`src/rtl/fetch_stage.sv`:
```
// Instruction fetch stage: PC register, 2-entry {pc, insn} skid FIFO toward decode,
// redirect handling and a sticky halt on misaligned redirect targets.
module fetch_stage #(
    parameter logic [31:0] RESET_PC = 32'h01000000
) (
    input  logic        clock,
    input  logic        reset,
    output logic [31:0] imem_address,
    output logic        imem_read_write,
    input  logic [31:0] imem_data_out,
    input  logic        redirect_valid,
    input  logic [31:0] redirect_pc,
    output logic        f_valid,
    input  logic        f_ready,
    output logic [31:0] f_pc,
    output logic [31:0] f_insn,
    output logic        f_misaligned
);

    localparam int unsigned XLEN  = 32;
    localparam int unsigned CNT_W = 2;
    localparam int unsigned DEPTH = 2;

    typedef enum logic [1:0] {
        BOOT  = 2'd0,
        FETCH = 2'd1,
        HALT  = 2'd2
    } state_t;

    state_t             r_state;
    state_t             w_state_nxt;
    logic [XLEN-1:0]    r_pc;
    logic [XLEN-1:0]    w_pc_nxt;
    logic [CNT_W-1:0]   r_count;
    logic [CNT_W-1:0]   w_count_nxt;
    logic               r_head;
    logic               w_head_nxt;
    logic               r_misaligned;
    logic               w_misaligned_nxt;
    logic [XLEN-1:0]    r_fifo_pc   [DEPTH];
    logic [XLEN-1:0]    r_fifo_insn [DEPTH];

    logic               w_deq;
    logic               w_enq;
    logic               w_redirect;
    logic               w_bad_target;
    logic               w_tail;

    assign w_deq        = (r_count != CNT_W'(0)) && f_ready;
    assign w_redirect   = redirect_valid && (r_state != HALT);
    assign w_bad_target = w_redirect && (redirect_pc[1:0] != 2'b00);
    assign w_enq        = (r_state == FETCH) && !redirect_valid
                          && ((r_count < CNT_W'(2)) || w_deq);
    // With count==2 the tail aliases the head, which is retired in the same cycle.
    assign w_tail       = r_head ^ r_count[0];

    // Next-state logic for control state, PC, FIFO pointers and the sticky flag.
    always_comb begin
        w_state_nxt      = r_state;
        w_pc_nxt         = r_pc;
        w_count_nxt      = r_count;
        w_head_nxt       = r_head;
        w_misaligned_nxt = r_misaligned;

        case (r_state)
            BOOT:    w_state_nxt = FETCH;
            FETCH:   w_state_nxt = FETCH;
            HALT:    w_state_nxt = HALT;
            default: w_state_nxt = BOOT;
        endcase

        if (w_redirect) begin
            w_count_nxt = CNT_W'(0);
            w_head_nxt  = 1'b0;
            if (w_bad_target) begin
                w_misaligned_nxt = 1'b1;
                w_state_nxt      = HALT;
            end else begin
                w_pc_nxt = redirect_pc;
            end
        end else begin
            w_head_nxt  = r_head ^ w_deq;
            w_count_nxt = CNT_W'(r_count + CNT_W'(w_enq) - CNT_W'(w_deq));
            if (w_enq) begin
                w_pc_nxt = XLEN'(r_pc + XLEN'(4));
            end
        end
    end

    always_ff @(posedge clock) begin
        if (!reset) begin
            r_state      <= BOOT;
            r_pc         <= RESET_PC;
            r_count      <= CNT_W'(0);
            r_head       <= 1'b0;
            r_misaligned <= 1'b0;
        end else begin
            r_state      <= w_state_nxt;
            r_pc         <= w_pc_nxt;
            r_count      <= w_count_nxt;
            r_head       <= w_head_nxt;
            r_misaligned <= w_misaligned_nxt;
        end
    end

    // FIFO payload storage; occupancy is tracked by r_count so no reset is needed.
    always_ff @(posedge clock) begin
        if (reset && w_enq) begin
            r_fifo_pc[w_tail]   <= r_pc;
            r_fifo_insn[w_tail] <= imem_data_out;
        end
    end

    assign imem_address    = r_pc;
    assign imem_read_write = 1'b0;
    assign f_valid         = (r_count != CNT_W'(0));
    assign f_pc            = r_fifo_pc[r_head];
    assign f_insn          = r_fifo_insn[r_head];
    assign f_misaligned    = r_misaligned;

endmodule
```
`config.mk`:
```
export PLATFORM = sky130hd
export DESIGN_NAME = fetch_stage
export DESIGN_NICKNAME = d
export VERILOG_FILES = /design/src/rtl/fetch_stage.sv
export SDC_FILE = /design/constraint.sdc
export NUM_CORES = 1
export LEC_CHECK = 0
export ABC_AREA = 1
export CAP_MARGIN = 20
export CORE_UTILIZATION = 50
export CTS_BUF_LIST = sky130_fd_sc_hd__clkbuf_16
export DETAILED_ROUTE_END_ITERATION = 6
export GPL_ROUTABILITY_DRIVEN = 0
export PLACE_DENSITY = 0.76
export SKIP_CTS_REPAIR_TIMING = 1
export SLEW_MARGIN = 10
export SYNTH_ARGS = -nofsm -noshare
export SYNTH_HDL_FRONTEND = slang
export SYNTH_SLANG_ARGS = --single-unit
export TNS_END_PERCENT = 1
```
`constraint.sdc`:
```
create_clock -name clock -period 10.2 [get_ports clock]
set_clock_uncertainty 0.15 [all_clocks]
set_input_delay 2.04 -clock clock [delete_from_list [all_inputs] [get_ports clock]]
set_output_delay 2.04 -clock clock [all_outputs]
set_load 0.05 [all_outputs]
```
* Word level (Yosys, flattened, before mapping)
Memories as Yosys holds them, arrays and structs flattened. A register that Yosys moved wholly into a read port is not among the register bits.
Index checks and enable logic that the tools add are counted.
** Cells by class
- Muxes and demuxes :: 10
- Magnitude comparators :: 1
- Add/sub/neg operators :: 3
- Bitwise operators :: 3
- Equal/unequal tests :: 4
- Reductions and logical operators :: 16
** Operator list (number)
- $mux 32 :: 3
- $add 32x3->32 const B :: 1
- $logic_and 1x1->1 :: 6
- $reduce_bool 2->1 :: 3
- $mux 1 :: 4
- $mux 2 :: 2
- $ne 2x2->1 const B :: 2
- $pmux 2 s2 :: 1
- $reduce_and 2->1 :: 2
- $reduce_or 2->1 :: 2
- $add 2x1->2 :: 1
- $eq 2x1->1 const B :: 1
- $eq 2x2->1 const B :: 1
- $logic_not 2->1 :: 1
- $lt 2x2->1 const B :: 1
- $sub 2x1->2 :: 1
- $xor 1x1->1 :: 2
- $logic_not 1->1 :: 1
- $logic_or 1x1->1 :: 1
- $not 1->1 :: 1
** Word-level totals
- Input port bits :: 68
- Word-level logic and storage cells :: 44
- Output and inout port bits :: 99
- Memories :: 2
- Flip-flop bits (word level) :: 38
- RAM bits :: 128
** Memories
- r_fifo_insn :: words 2, width 32, read ports 1, clocked after Yosys merged registers in 1, wr ports 1, RTL line 41 : logic [XLEN-1:0] r_fifo_insn [DEPTH];
- r_fifo_pc :: words 2, width 32, read ports 1, clocked after Yosys merged registers in 1, wr ports 1, RTL line 40 : logic [XLEN-1:0] r_fifo_pc [DEPTH];

* Depth between registers and ports, before layout
Gate-level depths: netlist (run 1).
- Depth after elaboration :: 7
- Gate-level depth with buffers :: 11
- Mapped depth without buffers :: 10

* Least setup slack after synthesis (run 1)
Ideal clock, no wire load.
- Path kind :: input to register
- Start :: in redirect_valid
- End :: mem r_fifo_insn[0][0] (enable)
- Path buffers :: 1
- Slack :: 2294 ps
- Arrival time :: 7178 ps
- Data required time :: 9472 ps
- Stages on the path :: 4
- Library setup time :: 578 ps
- Cell sequence :: inv_2 > nand4_1 > buf_2 > nor3b_1
** On the way
- Longest elaborated chain between the ends :: 6
** RTL lines
- from (decl) :: RTL line 11 : input logic redirect_valid,
- $logic_not 1->1 :: RTL line 52 : assign w_enq = (r_state == FETCH) && !redirect_valid
- $logic_and 1x1->1 :: RTL line 52
- $logic_and 1x1->1 :: RTL line 53 : && ((r_count < CNT_W'(2)) || w_deq);
- $logic_and 1x1->1 :: RTL line 108 : if (reset && w_enq) begin
- $mux 1 :: RTL line 108
- $mux 1 (implied by the code) :: RTL line 110 : r_fifo_insn[w_tail] <= imem_data_out;
- to (decl) :: RTL line 41
Every way passes these cells.

==> key figures, run 1 <==
Run status
  – Status: finished with violations
  – Failing checks: DRC

Yosys
  – Seq cells post-synth: 166
  – Mapped Cells: between 700 and 800
  – Synth cell types: 35
  – Synthesized area: approximately 0.0072 mm^2
  – Yosys top cell area share: 0.534
  – Leading area contributor after synthesis: edfxtp_1
  – Post-Syn Nets: about 840
  – Syn. warnings: 0
  – Share of the yosys chip area belonging to registers: 0.640
  – Ranking of synthesized cells by area: edfxtp_1 53%, nand2_1 17%, dfxtp_1 11%
  – Syn Area/Cell: ~9.4 um^2

Global route
  – Initial antenna violation count: 0
  – Vias in the first global route: 4878
  – First-pass GRT wire length: 25500 um
  – Total grt overflow: 0
  – Largest net degree at the start of global routing: 67
  – Total GRT Usage: 0.230

Final layout
  – Layout cell share with drive strength beyond 1: 0.0640
  – Layout filler cell count: 1071
  – Fin cells: 1118
  – Seq. cell area: between 0.004 and 0.005 mm^2
  – Area of the multi-input gates: 0.00229 mm^2
  – Commonest non-fill, non-tap cells in the layout: 319 x nand2_1, 165 x clkdlybuf4s50_1, 128 x edfxtp_1
  – Antenna Cells: 0
  – Commonest non-fill, non-tap cell in the layout: nand2_1
  – Fin nets: 995
  – Area grow syn2layout: 33.4%

STA
  – Final hold vios: 0
  – Endpoints failing setup: 0
  – Worst setup margin: between 5 and 6 ns
  – Rel. slew slack: 0.413
  – Slew @ Worst Pin: between 0.8 and 0.9 ns
  – Max-slew violations: 0
  – Tcrit/Tclk final: 0.455
  – Peak Freq: ~220 MHz
  – Min Tclk post-route: 4.64 ns
  – RSZ-0062 raised after global routing: no
  – Final setup TNS: 0 ns

Place
  – Placed instance count: about 1100
  – Port Buffer Count: 165
  – Pre-CTS setup slack: approximately 5.2 ns
  – Hpwl dp: 10500 um

Clock tree
  – Worst skew pair latency: 0.43 ns
  – CTS Buf Count: 17
  – Clock tree from TritonCTS: done
  – Num Clock Sinks: 166
  – Clock transition at path regs: around 0.06 ns
  – Max H-tree Level: 4
  – CTS root buf: clkbuf_16
  – Deepest clock path buffer count: 2

Die
  – DIE HEIGHT: about 120 um
  – Row count: 43
  – Die width: 122 um
  – Core area: 0.0139 mm^2
  – Starting Density: 0.516
  – Io pins: 167
  – DIE AREA: 0.0149 mm^2

Setup path
  – Crit-path max FO: 36
  – Worst EP required: 8.01 ns
  – Reg2Reg Launch Point: r_count[1]
  – Crit-path cells: inv_2 > buf_16 > nand2_1 > nand2_1 > clkdlybuf4s50_1
  – Slowest stage delay, CP: 0.80 ns
  – Critical Path Start: r_head
  – Crit path DAT: around 2.5 ns
  – Crit path top cell by count: nand2_1
  – Setup crit start kind: flop
  – CP endpoint kind: output pin
  – Setup CP Type: flop to output pin
  – Worst path slowest cell: clkdlybuf4s50_1

Power
  – P_leak: 3.68 nW
  – Worst vdd ir: approximately 120 uV
  – Pwr/cell area: 166 mW/mm^2

Min path
  – Hold crit path type: flop to flop
  – Hold_sp: f_misaligned

Detailed routing
  – Vias per cell: 5.01
  – Via count: 5605
  – Average wire per standard cell: 14.7 um
  – Post-route ant nets: 0
  – Drt first pass iters: 7
  – Initial DRC Count: 454
  – Drt total wl: around 16000 um
  – Drt drc: 8

Run
  – Max_cap viols: 0
cells by family after synthesis:
kind of cell	synth area share
simple gates	0.259
flops	0.640
buf+inv	0.0426
compound gates	0.0433
xor+xnor	0.0110
fa+ha+maj	0.00348
other cells	0.000521
worst max-delay path: cells and delay by family (launching register included):
kind	cells	cell delay [ns]
buffers and inverters	3	1.55
DFF	1	0.32
and+or+nand+nor	2	0.14
metal layers:
| metal | up-vias | track usage | part of all wire |
|---|---|---|---|
| li1 | 2817 | - | - |
| met1 | 2525 | 0.316 | 0.43 |
| met2 | 239 | 0.353 | 0.47 |
| met3 | 24 | 0.0543 | 0.089 |
| met4 | 0 | 0.0856 | 0.015 |
| met5 | - | 0 | 0 |
final timing paths:
kind / endpoint / slack, ns / depth (start not counted)
setup reg to reg: imem_address[19] / 7.58 / 8
hold / removal: f_misaligned / 0.31 / 2
hold reg to reg: f_misaligned / 0.31 / 2
setup / recovery: f_pc[13] / 5.56 / 5
sequential cells by signal, summed over array words and instances, names as in the netlist:
| register | cells |
|---|---|
| r_fifo_pc | 64 |
| r_count | 2 |
| r_fifo_insn | 64 |
| r_head | 1 |
| f_misaligned | 1 |
| r_state | 2 |
| imem_address | 32 |
power breakdown:
part | leakage, nW | total (mW) | switching, mW | internal [mW]
logic | 1.92 | 0.188 | 0.119 | 0.0691
clock network | 0.301 | 0.640 | 0.253 | 0.387
registers | 1.46 | 0.764 | 0.0193 | 0.745
cells in the mapped netlist:
cell	instances
nand2_1	319
edfxtp_1	128
nor2_1	75
inv_1	41
dfxtp_1	38
nand3_1	36
a21oi_1	32
o21ai_0	16
clkbuf_1	15
nor2_2	9
xor2_1	7
buf_1	5
buf_2	5
nor3_1	4
inv_2	3
nand2_2	3
nand2_4	3
or2_2	3
buf_4	2
buf_6	2
ha_1	2
nand4_1	2
o211ai_1	2
o221ai_1	2
xnor2_1	2
a21boi_0	1
a21oi_4	1
a22oi_1	1
clkinv_1	1
conb_1	1
nand3b_1	1
nor2_4	1
nor2_8	1
nor3b_1	1
o21bai_1	1
cell type report:
class	instances	share of cell area
multi-input combinational	526	0.239
timing repair buffer	169	0.177
inverter	45	0.0176
tap	180	0.0235
sequential	166	0.480
clock buffer	19	0.0495
clock inverter	13	0.0133
stage by stage:
stage / utilization / hold slack [ns] / cell area, um^2 / total power [mW]
floorplan: - / 0.378 / 7200 / 0.889
global placement: 0.644 / 0.300 / 8970 / 0.962
detailed placement: 0.646 / 0.299 / 9000 / 0.965
CTS: 0.689 / 0.317 / 9600 / 1.60
global route: 0.689 / 0.348 / 9600 / 1.65
finish: 0.689 / 0.314 / 9600 / 1.59
No activity file was read; power rests on OpenSTA's default activity.
==> run 2, diff against run 1 <==
clock period = 4.5 ns   (was 10.2 ns; I/O delays follow)
==> key figures, run 2 (same netlist as run 1, synthesis figures left out) <==
Min path
  – Hold crit path type: flop to flop

Clock tree
  – Worst skew pair latency: 0.42 ns
  – CTS root buf: clkbuf_16
  – Clock transition at path regs: 0.06 ns
  – Max H-tree Level: 4
  – Num Clock Sinks: 166
  – Clock tree from TritonCTS: done
  – Deepest clock path buffer count: 2
  – CTS Buf Count: 17

Place
  – Hpwl dp: between 10000 and 15000 um
  – Placement Cell Area: 0.00902 mm^2
  – Pre-CTS setup slack: 0.891 ns
  – Port Buffer Count: 165

Die
  – Row count: 43
  – Core area: 0.0139 mm^2
  – Io pins: 167
  – Die width: 122 um
  – DIE AREA: between 0.01 and 0.015 mm^2
  – DIE HEIGHT: 122 um
  – Starting Density: 0.516

STA
  – Slew @ Worst Pin: 0.811 ns
  – Min Tclk post-route: 3.60 ns
  – Peak Freq: 278 MHz
  – Rel. slew slack: 0.459
  – Final setup TNS: 0 ns
  – Final hold vios: 0
  – Tcrit/Tclk final: 0.800
  – Fin Hold WS: 0.330 ns
  – Worst setup margin: ~0.90 ns
  – RSZ-0062 raised after global routing: no
  – Endpoints failing setup: 0
  – Max-slew violations: 0

Final layout
  – Fin nets: 997
  – Final instance area: between 0.009 and 0.01 mm^2
  – Area grow syn2layout: 33.9%
  – Util after Layout: 0.691
  – Layout filler cell count: 1075
  – Antenna Cells: 0
  – Commonest non-fill, non-tap cells in the layout: 319 x nand2_1, 165 x clkdlybuf4s50_1, 128 x edfxtp_1
  – Seq. cell area: 0.00461 mm^2
  – Layout cell share with drive strength beyond 1: 0.0649
  – Area of the multi-input gates: 0.00230 mm^2
  – Commonest non-fill, non-tap cell in the layout: nand2_1

Power
  – Pwr/cell area: ~380 mW/mm^2
  – Worst vdd ir: 255 uV
  – P_leak: ~3.7 nW

Global route
  – Layer with the highest usage: met2
  – Initial antenna violation count: 0
  – Met3 usage: 0.0510
  – GRT met2 Usage: 0.356
  – Met1 usage: 0.324
  – First-pass GRT wire length: between 20000 and 30000 um
  – Total grt overflow: 0
  – Vias in the first global route: 5186
  – Largest net degree at the start of global routing: 67
  – Total GRT Usage: 0.236

Setup path
  – Setup crit start kind: flop
  – Crit path DAT: 2.55 ns
  – CP endpoint kind: output pin
  – Setup CP Type: flop to output pin
  – Worst EP required: 3.45 ns
  – Crit-path max FO: 39

Detailed routing
  – Drt total wl: around 16000 um
  – Drt drc: 0
  – Vias per cell: 5.07
  – Post-route ant nets: 0
  – Via count: 5674
  – Drt first pass iters: 5
  – Average wire per standard cell: approximately 15 um
  – Initial DRC Count: 488

Run
  – Max_cap viols: 0

Run status
  – Status: complete, no violations
==> run 2: cell types whose count changed in the layout (fill, tap and decap cells not counted), sizes merged <==
| cell | before | now |
|---|---|---|
| buf | 4 | 6 |
| bufinv | 2 | 4 |
| clkbuf | 19 | 17 |
| clkinv | 7 | 6 |
| clkinvlp | 1 | 3 |
| inv | 48 | 47 |
==> run 2: final timing paths <==
kind	startpoint	end	slack [ns]	depth (start not counted)
max	r_head	f_pc[21]	0.90	5
min	f_misaligned	f_misaligned	0.33	2
max reg2reg	r_state[0]	imem_address[19]	2.08	9
min reg2reg	f_misaligned	f_misaligned	0.33	2
==> run 2: through the flow <==
step | cells | power (mW)
after floorplan | 766 | 2.01
after global placement | 1088 | 2.19
after detailed placement | 1088 | 2.19
after CTS | 1120 | 3.66
after global routing | 1120 | 3.76
final | 1120 | 3.64
==> run 2: where the power goes <==
| part | internal (mW) | switching (mW) | total (mW) |
|---|---|---|---|
| registers | 1.69 | 0.0428 | 1.73 |
| clock network | 0.921 | 0.563 | 1.48 |
| logic | 0.158 | 0.271 | 0.429 |
==> run 2: cell type report <==
class	instances	area share
clock buffers	17	0.0442
clock inverters	15	0.0195
inverters	45	0.0175
multi-input cells	526	0.239
flip-flops and latches	166	0.478
well taps	180	0.0234
repair buffers	171	0.179
==> run 2: critical path: stages, from the launching register on <==
cell and delay, ns:
dfxtp_2 0.32, inv_2 0.50, buf_4 0.33, nand2_1 0.07, nand2_1 0.06, clkdlybuf4s50_1 0.83
==> run 2: routing by layer <==
metal | up-vias | share of wire
li1 | 2824 | -
met1 | 2557 | 0.43
met2 | 258 | 0.46
met3 | 35 | 0.083
met4 | 0 | 0.028
met5 | - | 0
==> run 3, diff against run 2 <==
clock period = 3.7 ns   (was 4.5 ns; I/O delays follow)
==> key figures, run 3 (same netlist as run 1, synthesis figures left out) <==
Run status
  – Status: complete, no violations

STA
  – Rel. slew slack: 0.618
  – Tcrit/Tclk final: 0.838
  – Peak Freq: 322 MHz
  – Fin Hold WS: 0.306 ns
  – RSZ-0062 raised after global routing: no
  – Endpoints failing setup: 0
  – Final hold vios: 0
  – Max-slew violations: 0
  – Slew @ Worst Pin: 0.572 ns
  – Min Tclk post-route: 3.10 ns

Power
  – Worst vdd ir: 306 uV
  – P_leak: 3.68 nW
  – Pwr/cell area: 437 mW/mm^2

Detailed routing
  – Post-route ant nets: 0
  – Via count: between 5000 and 6000
  – Vias per cell: 5.06
  – Drt first pass iters: 5
  – Average wire per standard cell: ~15 um
  – Initial DRC Count: about 430
  – Drt drc: 0
  – Drt total wl: between 15000 and 20000 um

Setup path
  – Worst path buffer plus inverter count: 3
  – Reg2Reg Launch Point: r_state[1]
  – Logic depth of the worst path, buffers included: 5
  – CP endpoint kind: output pin
  – Reg2reg end: imem_address[19]
  – Critical Path Start: r_head
  – Setup crit start kind: flop
  – R2R setup slack: 1.52 ns
  – Crit-path max FO: 21
  – Worst EP required: 2.81 ns
  – Top delay family on crit path: buffers and inverters
  – Crit path top cell by count: nand2_1
  – Setup CP Type: flop to output pin
  – Worst setup path endpoint: f_insn[30]
  – Crit path DAT: ~2.2 ns
  – Worst path slowest cell: clkdlybuf4s50_1
  – Crit-path cells: inv_2 > buf_4 > nand2_1 > nand2_1 > clkdlybuf4s50_1
  – Slowest stage delay, CP: 0.81 ns
  – Worst r2r path cells: 8

Clock tree
  – Worst skew pair latency: ~0.42 ns
  – Clock transition at path regs: 0.06 ns
  – Max H-tree Level: 4
  – CTS root buf: clkbuf_16
  – CTS Buf Count: 17
  – Deepest clock path buffer count: 2
  – Num Clock Sinks: 166
  – Clock tree from TritonCTS: done

Final layout
  – Commonest non-fill, non-tap cells in the layout: 319 x nand2_1, 165 x clkdlybuf4s50_1, 128 x edfxtp_1
  – Fin cells: 1126
  – Final instance area: 0.00962 mm^2
  – Antenna Cells: 0
  – Fin nets: 1004
  – Layout filler cell count: approximately 1100
  – Area grow syn2layout: 33.7%
  – Commonest non-fill, non-tap cell in the layout: nand2_1
  – Layout cell share with drive strength beyond 1: 0.0687

Die
  – Io pins: 167
  – Die width: 122 um
  – DIE HEIGHT: between 100 and 150 um
  – Starting Density: 0.516
  – Core area: 0.0139 mm^2
  – DIE AREA: around 0.015 mm^2
  – Row count: 43

Global route
  – Total grt overflow: 0
  – Vias in the first global route: 5216
  – Initial antenna violation count: 0
  – First-pass GRT wire length: about 26000 um
  – Largest net degree at the start of global routing: 67
  – Total GRT Usage: 0.232

Min path
  – Hold crit path type: flop to flop

Run
  – Max_cap viols: 0

Place
  – Placement Cell Area: a little over 0.009 mm^2
  – Placed instance count: 1095
  – Port Buffer Count: 165
  – Hpwl dp: 11200 um
## run 3: area by class of cell
type,count,area (um^2),area share
sequential,166,4610,0.479
multi-input combinational,526,2310,0.240
timing repair buffer,178,1790,0.186
clock buffer,17,425,0.0442
tap,180,225,0.0234
inverter,45,169,0.0176
clock inverter,14,100,0.0104
## run 3: per-layer routing
layer  track usage  part of all wire  wire [um]
met1         0.314              0.43       7160
met3        0.0529             0.078       1290
met4        0.0957             0.023        374
met5             0                 0          0
met2         0.361              0.47       7690
## run 3: worst min path at each step
stage | slack [ns] | from | cells after the start | to
after detailed placement | 0.29 | f_misaligned | 2 | f_misaligned
after global placement | 0.29 | f_misaligned | 2 | f_misaligned
final | 0.31 | f_misaligned | 2 | f_misaligned
after global routing | 0.34 | f_misaligned | 2 | f_misaligned
after CTS | 0.30 | f_misaligned | 2 | f_misaligned
after floorplan | 0.38 | r_state[1] | 3 | r_state[0]
## run 3: worst min-delay path, stage by stage, from the launching register on
cell and delay (ns):
dfxtp_1 0.31, inv_1 0.05, a21oi_1 0.05
## run 3: power by group
group          total, mW  switching, mW  internal [mW]
Sequential          2.11         0.0525           2.05
Clock               1.57          0.667          0.901
Combinational      0.530          0.332          0.197
## run 3: stage by stage
| step | util | setup TNS (ns) | setup slack (ns) | total power, mW |
|---|---|---|---|---|
| finish | 0.690 | 0 | 0.598 | 4.20 |
| global route | 0.690 | 0 | 0.449 | 4.34 |
| CTS | 0.690 | 0 | 0.553 | 4.22 |
| detailed placement | 0.653 | 0 | 0.629 | 2.67 |
| global placement | 0.653 | 0 | 0.685 | 2.66 |
| floorplan | - | -41.32 | -0.646 | 2.45 |
==> RTL edit 1, RTL diff (settings of run 2) <==
The 3 states of `state_t` get a one-hot encoding in 3 bits.
--- a/src/rtl/fetch_stage.sv
+++ b/src/rtl/fetch_stage.sv
@@ -21,10 +21,10 @@
     localparam int unsigned CNT_W = 2;
     localparam int unsigned DEPTH = 2;
 
-    typedef enum logic [1:0] {
-        BOOT  = 2'd0,
-        FETCH = 2'd1,
-        HALT  = 2'd2
+    typedef enum logic [2:0] {
+        BOOT  = 3'b001,
+        FETCH = 3'b010,
+        HALT  = 3'b100
     } state_t;
 
     state_t             r_state;
Check against the original RTL: same outputs for any inputs over 4 cycles, from zero or initial values and one cycle with reset low; so few cycles prove little.
==> RTL edit 1 against run 2 <==
Design area grew 0.65%. Via count shrank 0.53%. Die area up 1.1%. Synthesized area increased by 1.1%. Clock power shrank 3%. Wire length rose by 1.1%. Count of clock-buffer cells in the layout is the same. Critical path depth is the same. Worst setup slack worse by 0.061 ns. Register-to-register slack got worse by 0.24 ns. Total power decreased by 6.3%. Critical path type unchanged. Sequential cell count increased by 1. Largest cell class unchanged.
==> RTL edit 1: results (changes against run 2) <==
WL met1=7.221 mm (was 7.052 mm); r2r setup slk=1.84 ns (was 2.08 ns); Peak supply drop=0.2359 mV (was 0.2552 mV); hold slack final=0.3132 ns (was 0.3302 ns); fillers=1067 (was 1075); number of cells on the worst reg-to-reg path=4 (was 9); hpwl dp=10.90 mm (was 10.86 mm); global-route wire length before repair=25.88 mm (was 26.27 mm); syn_nets=838 (was 836); vias per std cell=5.021 (was 5.066); Syn Area/Cell=9.486 um^2 (was 9.394 um^2); number of synthesis warnings=0 (unchanged); Max FO, Critical Path=35 (was 39); routed wire length on met2=7.803 mm (was 7.535 mm); Seq/Total Area, Yosys=63.56% (was 63.99%); root buf cell=clkbuf_16 (unchanged); met1 Use GR=30.56% (was 32.43%); grt met2 use=36.27% (was 35.56%); crit-path max cell delay=0.81 ns (was 0.83 ns); layout cells sized above 1=7.203% (was 6.489%); Reg-to-Reg Start=r_head (was r_state[0]); clk slew on worst S/H paths=0.07 ns; Worst Tran Pin Value=0.7238 ns (was 0.8108 ns); placed inst area=9111 um^2 (was 9022 um^2); Placed Cells=1092 (was 1088); status=complete, no violations (unchanged); largest net degree at the start of global routing=66 (was 67); drt initial violations=354 (was 488); CP arrival=2.61 ns (was 2.55 ns); global-route usage over all layers=22.89% (was 23.62%); GR Util met3=4.972% (was 5.103%); synth top area cells=edfxtp_1 (53%), nand2_1 (16%), dfxtp_1 (11%) (was edfxtp_1 (53%), nand2_1 (17%), dfxtp_1 (11%)); static leakage=3.694 nW (was 3.677 nW); dpl ws=1.248 ns (was 0.8907 ns); RR Endpoint=r_fifo_pc[0][12] (was imem_address[19]); internal power=2.657 mW (was 2.768 mW)
[RTL edit 1: cell count changes after synthesis, moves of 4 or more]
cell and delta:
o21ai_0 -4, nor2_4 +5, a21oi_1 -17, a31oi_1 +4, nand3_1 +6
[RTL edit 1: power by group through the flow]
stage	Sequential, mW	Combinational (mW)	Clock, mW
6_report	1.71	0.275	1.43
5_1_grt	1.71	0.295	1.51
4_1_cts	1.71	0.277	1.45
3_5_place_dp	1.74	0.275	0
3_3_place_gp	1.74	0.271	0
2_1_floorplan	1.78	0.106	0
[RTL edit 1: area by class of cell]
class / instances / area (um^2) / area share (%)
Clock buffer: 17 / 425.4 / 4.387
Clock inverter: 15 / 161.4 / 1.664
Inverter: 48 / 182.7 / 1.884
Multi-Input combinational cell: 526 / 2356 / 24.29
Sequential cell: 167 / 4626 / 47.70
Tap cell: 180 / 225.2 / 2.322
Timing Repair Buffer: 171 / 1722 / 17.75
[RTL edit 1: logic make-up (layout without fill, tap and decap cells)]
family | count (synthesis) | count (layout) | share of synthesized area, %
adders and majority gates | 3 | 3 | 0.5160
and+or+nand+nor | 467 | 467 | 26.78
DFF | 167 | 167 | 63.56
other | 1 | 1 | 0.05154
AOI/OAI and AO/OA | 44 | 44 | 3.491
xor gates and xnor gates | 11 | 11 | 1.324
buffers and inverters | 74 | 251 | 4.282
[RTL edit 1: worst max-delay path by stage]
stage | to | slack (ns) | startpoint
after global placement | f_insn[28] | 1.27 | r_head
after floorplan | r_fifo_insn[1][0] | -1.78 | f_ready
after CTS | f_insn[16] | 0.77 | r_head
final | f_insn[16] | 0.84 | r_head
after global routing | f_insn[19] | 0.68 | r_head
after detailed placement | f_insn[16] | 1.25 | r_head
==> RTL edit 2, RTL diff (settings of run 2) <==
Without the edit above. Set the localparam `CNT_W` to 3 (it was 2).
--- a/src/rtl/fetch_stage.sv
+++ b/src/rtl/fetch_stage.sv
@@ -18,7 +18,7 @@
 );
 
     localparam int unsigned XLEN  = 32;
-    localparam int unsigned CNT_W = 2;
+    localparam int unsigned CNT_W = 3;
     localparam int unsigned DEPTH = 2;
 
     typedef enum logic [1:0] {
Behaviour: no difference found for any inputs over 4 cycles, from zero or initial values and one cycle with reset low; that may be too few to reach the edited logic, so the function may still have changed.
==> RTL edit 2 against run 2 <==
Synthesized area is 2.7% higher. Sequential cell count is 1 higher. Highest routed layer unchanged. Global-route usage is 0.73 points lower. Total power is 6.3% higher. Via count is 2.5% higher. Sequential share of layout area is 0.64 points lower. Register-to-register slack worse by 0.11 ns. Largest power group unchanged. Wire length is 1.9% higher. Design area is 1.8% higher. Worst setup slack better by 0.041 ns. Worst hold slack worse by 0.010 ns.
==> RTL edit 2: results (changes against run 2) <==
status=complete, no violations (unchanged); commonest cells in the netlist=nand2_1 (335), edfxtp_1 (128), nor2_1 (77) (was nand2_1 (319), edfxtp_1 (128), nor2_1 (75)); r2r setup slk=1.97 ns (was 2.08 ns); root buf cell=clkbuf_16 (unchanged); clk slew on worst S/H paths=0.06 ns (about the same); Worst Hold Launch=f_misaligned (unchanged); Post-synth ARST share=0% (unchanged); drt total wl=16.70 mm (was 16.40 mm); drt initial violations=369 (was 488); CTS Buf Count=17 (unchanged); global-route wire length before repair=25.79 mm (was 26.27 mm); CTS max path bufs=2 (unchanged); Non-Filler Instances=1154 (was 1120); worst skew pair latency=0.43 ns; n_diodes=0 (unchanged); static leakage=3.642 nW (was 3.677 nW); hpwl dp=11.33 mm (was 10.86 mm); Unique masters post-synth=36 (was 35); switching part of the total power=27.57% (was 24.04%); relative slew slack=52.69% (was 45.89%); synth top area cells=edfxtp_1 (52%), nand2_1 (17%), dfxtp_1 (11%) (was edfxtp_1 (53%), nand2_1 (17%), dfxtp_1 (11%)); number of global-route vias before repair=5255 (was 5186); Peak supply drop=0.2657 mV (was 0.2552 mV); hold path endpoint=f_misaligned (unchanged); CP arrival=2.51 ns (was 2.55 ns); Mapped Cells=794 (was 766); CP max stage cell=clkdlybuf4s50_1 (unchanged); initial antenna violation count=0 (unchanged); crit-path max cell delay=0.80 ns (was 0.83 ns); layout cells sized above 1=8.557% (was 6.489%); vias per std cell=5.042 (was 5.066); largest net degree at the start of global routing=67 (unchanged); fillers=1161 (was 1075); global-route usage over all layers=22.89% (was 23.62%); Post-synth EDFFs=128 (unchanged); number of cells on the worst reg-to-reg path=4 (was 9); H-tree depth=4 (unchanged); syn_nets=866 (was 836); Seq/Total Area, Yosys=62.58% (was 63.99%); fin nets=1029 (was 997); Placed Cells=1122 (was 1088); Reg-to-Reg Start=r_head (was r_state[0]); Buffers on Ports=165 (unchanged); Max FO, Critical Path=40 (was 39); worst hold stages=2 (unchanged); number of synthesis warnings=0 (unchanged); drt first pass iters=5 (unchanged); hold crit path type=reg -> reg (unchanged); RR Endpoint=r_fifo_pc[0][19] (was imem_address[19])
[RTL edit 2: cell count changes after synthesis, sizes merged, moves of 4 or more]
cell / delta
a21oi: -5
a31oi: +5
nand2: +20
nand3: +4
nor2: +10
xor2: -6
[RTL edit 2: per-layer routing]
layer | vias to the layer above | part of all wire, % | GRT usage [%]
met2 | 211 | 48 | 36.14
li1 | 2904 | - | -
met3 | 22 | 6.7 | 5.586
met4 | 0 | 1.8 | 9.337
met1 | 2681 | 44 | 30.41
met5 | - | 0 | 0
[RTL edit 2: worst max path at each step]
stage	slack [ns]	to	from	cells after the start
after floorplan	-1.84	r_fifo_insn[1][0]	redirect_valid	3
after global placement	1.14	r_fifo_insn[0][1]	reset	4
after detailed placement	1.07	r_fifo_pc[0][0]	reset	4
after CTS	0.89	f_insn[18]	r_head	5
after global routing	0.75	f_insn[12]	r_head	5
final	0.94	f_insn[18]	r_head	5
[RTL edit 2: area by class of cell]
type | count | share of cell area [%]
clock inverters | 15 | 1.658
inverters | 44 | 1.760
flip-flops and latches | 167 | 47.16
multi-input cells | 555 | 25.11
repair buffers | 172 | 17.63
clock buffers | 17 | 4.337
well taps | 184 | 2.347
[RTL edit 2: worst max-delay path, delay by kind of cell, from the launching register on]
kind	cells	cell delay, ns
buffers and inverters	3	1.61
flip-flops	1	0.32
AND/OR/NAND/NOR	2	0.14
[RTL edit 2: kinds of logic (layout without fill, tap and decap cells)]
kind of cell / Yosys count / count (layout) / synth area share (%)
AND/OR/NAND/NOR: 496 / 496 / 27.92
flip-flops: 167 / 167 / 62.58
buffers and inverters: 72 / 248 / 4.301
AO/OA/AOI/OAI: 50 / 50 / 3.894
adder cells (fa/ha/maj): 4 / 4 / 0.7789
XOR/XNOR: 4 / 4 / 0.4742
other: 1 / 1 / 0.05075
[RTL edit 2: power groups by stage]
stage | clock network, mW | logic (mW) | registers [mW]
finish | 1.44 | 0.668 | 1.76
global route | 1.53 | 0.718 | 1.77
CTS | 1.46 | 0.674 | 1.76
detailed placement | 0 | 0.672 | 1.80
global placement | 0 | 0.667 | 1.79
floorplan | 0 | 0.373 | 1.85
[RTL edit 2: stage by stage]
step	TNS [ns]	utilization, %	area, um^2	hold slack (ns)	setup slack, ns
2_1_floorplan	-117.59	-	7395	0.3677	-1.837
3_3_place_gp	0	63.69	9221	0.2954	1.141
3_5_place_dp	0	63.69	9221	0.2973	1.067
4_1_cts	0	67.75	9809	0.3193	0.8925
5_1_grt	0	67.75	9809	0.3674	0.7502
6_report	0	67.75	9809	0.3200	0.9401
